<file path="src/rtl/dcache_pkg.sv">
// Shared definitions for the direct-mapped data cache: FSM encoding and
// address-field width helpers.
package dcache_pkg;

  typedef enum logic [1:0] {
    StIdle  = 2'd0,
    StFill  = 2'd1,
    StWrite = 2'd2
  } state_e;

  // Word-offset field width inside a line.
  function automatic int unsigned off_w(input int unsigned words);
    return $clog2(words);
  endfunction

  // Line-index field width.
  function automatic int unsigned idx_w(input int unsigned lines);
    return $clog2(lines);
  endfunction

  // Tag width: whatever remains above index, offset and the byte bits.
  function automatic int unsigned tag_w(input int unsigned addr_w, input int unsigned lines,
                                        input int unsigned words);
    return addr_w - idx_w(lines) - off_w(words) - 2;
  endfunction

endpackage

</file>
<file path="src/rtl/dcache_tag_array.sv">
// Valid bits and tags for the direct-mapped cache. Combinational lookup,
// one write port, and a whole-array invalidate that wins over a write.
module dcache_tag_array
  import dcache_pkg::*;
#(
  parameter int unsigned LINES = 16,
  parameter int unsigned TAG_W = 26
) (
  input  logic                     clk,
  input  logic                     reset,
  input  logic [idx_w(LINES)-1:0]  lookup_idx,
  output logic                     lookup_valid,
  output logic [TAG_W-1:0]         lookup_tag,
  input  logic                     wr_en,
  input  logic [idx_w(LINES)-1:0]  wr_idx,
  input  logic [TAG_W-1:0]         wr_tag,
  input  logic                     inv_all
);

  logic [LINES-1:0] valid_q;
  logic [TAG_W-1:0] tag_q [LINES];

  // Valid bits: invalidate beats a simultaneous line install.
  always_ff @(posedge clk) begin
    if (reset) begin
      valid_q <= '0;
    end else if (inv_all) begin
      valid_q <= '0;
    end else if (wr_en) begin
      valid_q[wr_idx] <= 1'b1;
    end
  end

  // Tag storage is not reset; validity alone qualifies it.
  always_ff @(posedge clk) begin
    if (wr_en) begin
      tag_q[wr_idx] <= wr_tag;
    end
  end

  assign lookup_valid = valid_q[lookup_idx];
  assign lookup_tag   = tag_q[lookup_idx];

endmodule

</file>
<file path="src/rtl/dcache_dm.sv">
// Blocking direct-mapped write-through, no-write-allocate data cache.
// Read hits complete in the same cycle; misses fill a whole line over a
// req/ack handshake, and every store waits for the memory ack.
module dcache_dm
  import dcache_pkg::*;
#(
  parameter int unsigned ADDR_W = 32,
  parameter int unsigned DATA_W = 32,
  parameter int unsigned LINES  = 16,
  parameter int unsigned WORDS  = 4,
  parameter int unsigned CNT_W  = 16
) (
  input  logic              clk,
  input  logic              reset,
  input  logic              cpu_rd,
  input  logic              cpu_wr,
  input  logic [ADDR_W-1:0] cpu_addr,
  input  logic [DATA_W-1:0] cpu_wdata,
  output logic [DATA_W-1:0] cpu_rdata,
  output logic              stall,
  input  logic              inv_all,
  output logic              mem_req,
  output logic              mem_we,
  output logic [ADDR_W-1:0] mem_addr,
  output logic [DATA_W-1:0] mem_wdata,
  input  logic              mem_ack,
  input  logic [DATA_W-1:0] mem_rdata,
  output logic [CNT_W-1:0]  hit_cnt,
  output logic [CNT_W-1:0]  miss_cnt
);

  localparam int unsigned OFF_W  = off_w(WORDS);
  localparam int unsigned OFF_WS = (OFF_W > 0) ? OFF_W : 1;  // keeps counters non-empty
  localparam int unsigned IDX_W  = idx_w(LINES);
  localparam int unsigned TAG_W  = tag_w(ADDR_W, LINES, WORDS);

  // Address split (pipeline holds cpu_addr stable while stalled).
  logic [OFF_WS-1:0] off;
  logic [IDX_W-1:0]  idx;
  logic [TAG_W-1:0]  tag;

  assign off = (OFF_W == 0) ? '0 : OFF_WS'(cpu_addr >> 2);
  assign idx = IDX_W'(cpu_addr >> (2 + OFF_W));
  assign tag = TAG_W'(cpu_addr >> (2 + OFF_W + IDX_W));

  state_e            state_q, state_d;
  logic [OFF_WS-1:0] fill_cnt_q, fill_cnt_d;
  logic              inv_pend_q, inv_pend_d;
  logic [CNT_W-1:0]  hit_cnt_q, miss_cnt_q;
  logic [DATA_W-1:0] data_q [LINES][WORDS];

  logic              line_valid;
  logic [TAG_W-1:0]  line_tag;
  logic              line_match, rd_hit, fill_last;
  logic              tag_wr, tag_clr, data_fill_we, data_wr_we, cnt_hit, cnt_miss;
  logic [ADDR_W-1:0] word_addr, fill_addr;

  dcache_tag_array #(
    .LINES (LINES),
    .TAG_W (TAG_W)
  ) u_tags (
    .clk          (clk),
    .reset        (reset),
    .lookup_idx   (idx),
    .lookup_valid (line_valid),
    .lookup_tag   (line_tag),
    .wr_en        (tag_wr),
    .wr_idx       (idx),
    .wr_tag       (tag),
    .inv_all      (tag_clr)
  );

  assign line_match = line_valid && (line_tag == tag);
  // An invalidate in the same cycle turns a would-be hit into a miss.
  assign rd_hit     = line_match && !inv_all;
  assign fill_last  = (fill_cnt_q == OFF_WS'(WORDS - 1));
  assign word_addr  = cpu_addr & ~ADDR_W'(3);
  assign fill_addr  = (cpu_addr & ~ADDR_W'(WORDS * 4 - 1)) | (ADDR_W'(fill_cnt_q) << 2);

  // FSM, fill counter and deferred-invalidate flag.
  always_ff @(posedge clk) begin
    if (reset) begin
      state_q    <= StIdle;
      fill_cnt_q <= '0;
      inv_pend_q <= 1'b0;
    end else begin
      state_q    <= state_d;
      fill_cnt_q <= fill_cnt_d;
      inv_pend_q <= inv_pend_d;
    end
  end

  // Statistics counters, wrapping naturally.
  always_ff @(posedge clk) begin
    if (reset) begin
      hit_cnt_q  <= '0;
      miss_cnt_q <= '0;
    end else begin
      if (cnt_hit)  hit_cnt_q  <= hit_cnt_q + 1'b1;
      if (cnt_miss) miss_cnt_q <= miss_cnt_q + 1'b1;
    end
  end

  // Line data: fill words from memory, or patch a resident word on a store.
  always_ff @(posedge clk) begin
    if (data_fill_we) begin
      data_q[idx][fill_cnt_q] <= mem_rdata;
    end else if (data_wr_we) begin
      data_q[idx][off] <= cpu_wdata;
    end
  end

  // Next-state, handshake outputs and array/counter strobes.
  always_comb begin
    state_d      = state_q;
    fill_cnt_d   = fill_cnt_q;
    inv_pend_d   = inv_pend_q;
    tag_wr       = 1'b0;
    tag_clr      = 1'b0;
    data_fill_we = 1'b0;
    data_wr_we   = 1'b0;
    cnt_hit      = 1'b0;
    cnt_miss     = 1'b0;
    stall        = 1'b0;
    mem_req      = 1'b0;
    mem_we       = 1'b0;
    mem_addr     = word_addr;
    mem_wdata    = cpu_wdata;
    // Reset aborts any transaction immediately; nothing is driven or written.
    if (!reset) begin
      case (state_q)
        StIdle: begin
          tag_clr = inv_all;
          if (cpu_wr) begin
            stall   = 1'b1;
            state_d = StWrite;
          end else if (cpu_rd) begin
            if (rd_hit) begin
              cnt_hit = 1'b1;
            end else begin
              stall      = 1'b1;
              cnt_miss   = 1'b1;
              fill_cnt_d = '0;
              state_d    = StFill;
            end
          end
        end
        StFill: begin
          stall    = 1'b1;
          mem_req  = 1'b1;
          mem_addr = fill_addr;
          if (inv_all) inv_pend_d = 1'b1;
          if (mem_ack) begin
            data_fill_we = 1'b1;
            fill_cnt_d   = fill_cnt_q + 1'b1;
            if (fill_last) begin
              tag_wr     = 1'b1;
              // A deferred invalidate also drops the line just installed.
              tag_clr    = inv_pend_q || inv_all;
              inv_pend_d = 1'b0;
              state_d    = StIdle;
            end
          end
        end
        StWrite: begin
          mem_req = 1'b1;
          mem_we  = 1'b1;
          stall   = !mem_ack;
          if (inv_all) inv_pend_d = 1'b1;
          if (mem_ack) begin
            data_wr_we = line_match;
            tag_clr    = inv_pend_q || inv_all;
            inv_pend_d = 1'b0;
            state_d    = StIdle;
          end
        end
        default: state_d = StIdle;
      endcase
    end
  end

  assign cpu_rdata = reset ? '0 : data_q[idx][off];
  assign hit_cnt   = hit_cnt_q;
  assign miss_cnt  = miss_cnt_q;

endmodule

</file>
<file path="config.mk">
export PLATFORM = sky130hd
export DESIGN_NAME = dcache_dm
export DESIGN_NICKNAME = d
export VERILOG_FILES = /design/src/rtl/dcache_pkg.sv /design/src/rtl/dcache_tag_array.sv /design/src/rtl/dcache_dm.sv
export SDC_FILE = /design/constraint.sdc
export NUM_CORES = 2
export LEC_CHECK = 0
export ABC_CLOCK_PERIOD_IN_PS = 6900
export CAP_MARGIN = 20
export CORE_ASPECT_RATIO = 0.75
export CORE_UTILIZATION = 30
export CTS_CLUSTER_SIZE = 16
export DETAILED_ROUTE_END_ITERATION = 8
export GPL_ROUTABILITY_DRIVEN = 1
export SYNTH_ARGS = -nofsm -noshare
export SYNTH_HDL_FRONTEND = slang
export SYNTH_SLANG_ARGS = --single-unit
</file>
<file path="constraint.sdc">
create_clock -name clk -period 6.9 [get_ports clk]
set_input_delay 1.725 -clock clk [delete_from_list [all_inputs] [get_ports clk]]
set_output_delay 1.725 -clock clk [all_outputs]
set_load 0.005 [all_outputs]
</file>
==> results.sh <==
export IMPL_maxCapViolations=0
export IMPL_hold_path_class="flip-flop to flip-flop"
export IMPL_fp_row_count=181
export IMPL_grt_pass1_wl_um=385500
export IMPL_wl_met2_um=131200
export IMPL_synth_cell_area_um2=98210
export IMPL_holdPathStages=1
export IMPL_mostFrequentLayoutCell="edfxtp_1"
export IMPL_avgSynthCellArea_um2=22.77
export IMPL_met3_length_um=23460
export IMPL_ys_warn_count=0
export IMPL_crit_fanout=31
export IMPL_powerDensity_nw_per_um2=274.5
export IMPL_clock_skew_ns=0.09443
export IMPL_final_cells=9339
export IMPL_dp_final_hpwl_um=165400
export IMPL_final_max_slew_viol_count=0
export IMPL_numCtsBuffers=271
export IMPL_finalCriticalPeriod_ns=6.800
export IMPL_outcome="finished clean"
export IMPL_timing_rr_start="u_tags.tag_q[7][5]$_DFFE_PP_"
export IMPL_tightest_slew_ns=1.104
export IMPL_wl_met1_um=115200
export IMPL_final_hold_viol_count=0
export IMPL_nNetsFinal=4928
export IMPL_ys_top_cells_by_area="edfxtp_1 74%, mux4_2 17%, mux2_2 1.7%"
export IMPL_cts_hold_buf=0
export IMPL_numPortBuffers=228
export IMPL_pin_count=233
export IMPL_antenna_found_initial=30
export IMPL_yosysSeqAreaShare_pct=75.44
export IMPL_drt_initial_drc_count=6046
export IMPL_drc=0
export IMPL_wl_per_cell_um=29.82
export IMPL_start_util_pct=30.22
export IMPL_synth_top_area_share_pct=74.36
export IMPL_die_w_um=662.7
export IMPL_startpoint_type="primary input"
export IMPL_dieArea_um2=329700
export IMPL_fp_dieH_um=497.5
export IMPL_crit_type="primary input to primary output"
export IMPL_r2r_setup_slack_ns=2.48
export IMPL_synthToLayoutAreaGrowth_pct=19.24
export IMPL_cts_buffer_depth=4
export IMPL_dp_cells=8841
export IMPL_holdWs_ns=0.4655
export IMPL_fmaxAchievable_mhz=147.1
export IMPL_period_share_pct=98.56
export IMPL_hold_path_endpoint="u_tags.valid_q[15]$_SDFFE_PP0P_"
export IMPL_async_reset_ff_share_pct=0
export IMPL_path_clk_slew_ns=0.06
export IMPL_cp_end_kind="primary output"
export IMPL_cts_max_level=5
export IMPL_finalWorstSetupSlack_ns=0.09967
export IMPL_crit_arrival_ns=5.08
export IMPL_rr_worst_depth=12
export IMPL_via_count=48840
export IMPL_routed_via_density=5.230
export IMPL_slew_headroom_pct=26.15
export IMPL_rsz0062_at_grt="false"
export IMPL_dp_slack_ns=-0.02697
export IMPL_cts_root_buf="clkbuf_16"
export IMPL_ir_drop_mv=0.1888
export IMPL_clk_insertion_delay_late_ns=0.88
export IMPL_final_core_util_pct=36.04
export IMPL_setup_viol=0
export IMPL_r2r_end="data_q[2][33]$_DFFE_PP_"
export IMPL_ys_flop_type="edfxtp_1"
export IMPL_top_layer="met5"
export IMPL_synth_cell_type_count=74
export IMPL_yosys_area_top_type="edfxtp_1"
export IMPL_gp_congestion=0.8183
export IMPL_grt_remaining_overflow=0
export IMPL_nFillCells=29360
export IMPL_dr_pass1_iters=6
export IMPL_placeableCoreArea_um2=325000
export IMPL_wirelength_um=278500
export IMPL_leakage_nw=36.06
export IMPL_ys_ff_latch=2485
export IMPL_ant_nets=0
export IMPL_worstHoldStart="u_tags.valid_q[15]$_SDFFE_PP0P_"
export IMPL_synth_edf_count=2432
export IMPL_drive_gt1_share_pct=33.29
export IMPL_grtUsageTotal_pct=16.51
export IMPL_numClockSinks=2485
export IMPL_synthCells=4314
export IMPL_crit_required_ns=5.18
export IMPL_first_global_vias=48310
export IMPL_layout_common_cells="2432 x edfxtp_1, 749 x mux4_2, 277 x clkbuf_16"
export IMPL_grt_max_degree=48
export IMPL_cts_tree="done"
[through the flow]
| stage | setup TNS, ns | instance area [µm²] | power, W |
|---|---|---|---|
| floorplan | 0 | 98220 | 0.01788 |
| global placement | -0.01655 | 108700 | 0.01875 |
| detailed placement | -0.02697 | 108700 | 0.01878 |
| CTS | 0 | 117000 | 0.03239 |
| global route | 0 | 117100 | 0.03300 |
| finish | 0 | 117100 | 0.03215 |
[sequential cells by signal, indices dropped and copies added, names as in the netlist]
signal          flops
miss_cnt           16
u_tags.valid_q     16
state_q             2
inv_pend_q          1
fill_cnt_q          2
hit_cnt            16
data_q           2048
u_tags.tag_q      384
[layer usage]
metal	track usage (%)	up-vias
met5	0	-
met4	4.928	12
met3	3.192	430
met2	26.05	2247
met1	23.18	26720
li1	-	19440
[cells by family (layout without fill, tap and decap cells)]
logic type	Yosys count	in the layout	synth area share, %
buffers and inverters	313	1018	1.578
AO/OA/AOI/OAI	171	171	1.248
flip-flops	2485	2485	75.44
AND/OR/NAND/NOR	347	347	1.834
adder cells (fa/ha/maj)	10	10	0.1274
multiplexers	970	970	19.62
XOR/XNOR	17	17	0.1516
other	1	21	0.003818
[final cells by class]
class	instances	area, µm²	area share [%]
diodes	19	47.55	0.04060
well taps	4300	5380	4.594
clock buffers	333	7182	6.133
repair buffers	516	5958	5.088
multi-input cells	1517	23290	19.89
clock inverters	144	1070	0.9135
inverters	25	93.84	0.08013
flip-flops and latches	2485	74090	63.27
[worst max-delay path, cell delays in order]
cell,delay (ns)
buf_8,0.38
buf_4,0.37
mux2i_1,0.59
o32ai_1,0.19
nor4bb_1,0.38
and3_1,0.22
nand4_2,0.20
nor4_4,0.27
o21ai_0,0.11
o211a_1,0.15
clkdlybuf4s50_1,0.45
[power by group]
part / switching [W] / internal, W
logic: 0.00111 / 0.000788
registers: 0.00000426 / 0.0166
clock network: 0.00591 / 0.00777
[synthesized netlist by cell type, types with 5 or more instances]
cell type  instances
buf_2             19
nor2b_1           20
nand2_1           46
nand2b_1           7
xor2_1             8
a31oi_1            9
xnor2_1            9
or4_1              9
inv_1             23
or2_2              7
mux2i_1           75
ha_1              10
buf_6              6
a22oi_1           22
dfxtp_1           53
edfxtp_1        2432
and3_1            17
buf_4             73
nand3_1           29
nand4_1           15
nor4_1             6
o21ai_0           18
mux2_2           145
nor2_1           116
mux4_2           749
buf_1             68
o31ai_1           12
clkbuf_1         120
a21oi_1           31
or3_1              9
nor3_1             8
and2_1            39
a2bb2oi_1          5
a22o_1             6
o21a_1            17
[worst max path at each step]
stage                 from            to  slack, ns  cells past startpoint
6_report       cpu_addr[5]         stall        0.1                     11
4_1_cts        cpu_addr[4]         stall       0.01                     13
2_1_floorplan  cpu_addr[4]  cpu_rdata[0]       0.03                     11
5_1_grt        cpu_addr[4]         stall       0.02                     13
3_5_place_dp   cpu_addr[4]         stall      -0.03                     15
3_3_place_gp   cpu_addr[4]         stall      -0.02                     12
[what timing repair did]
action,CTS,global route
setup endpoints to repair,1,1
setup buffers,0,1
pin swaps,0,0
resized for setup,1,9
(Power assumes the default switching activity.)
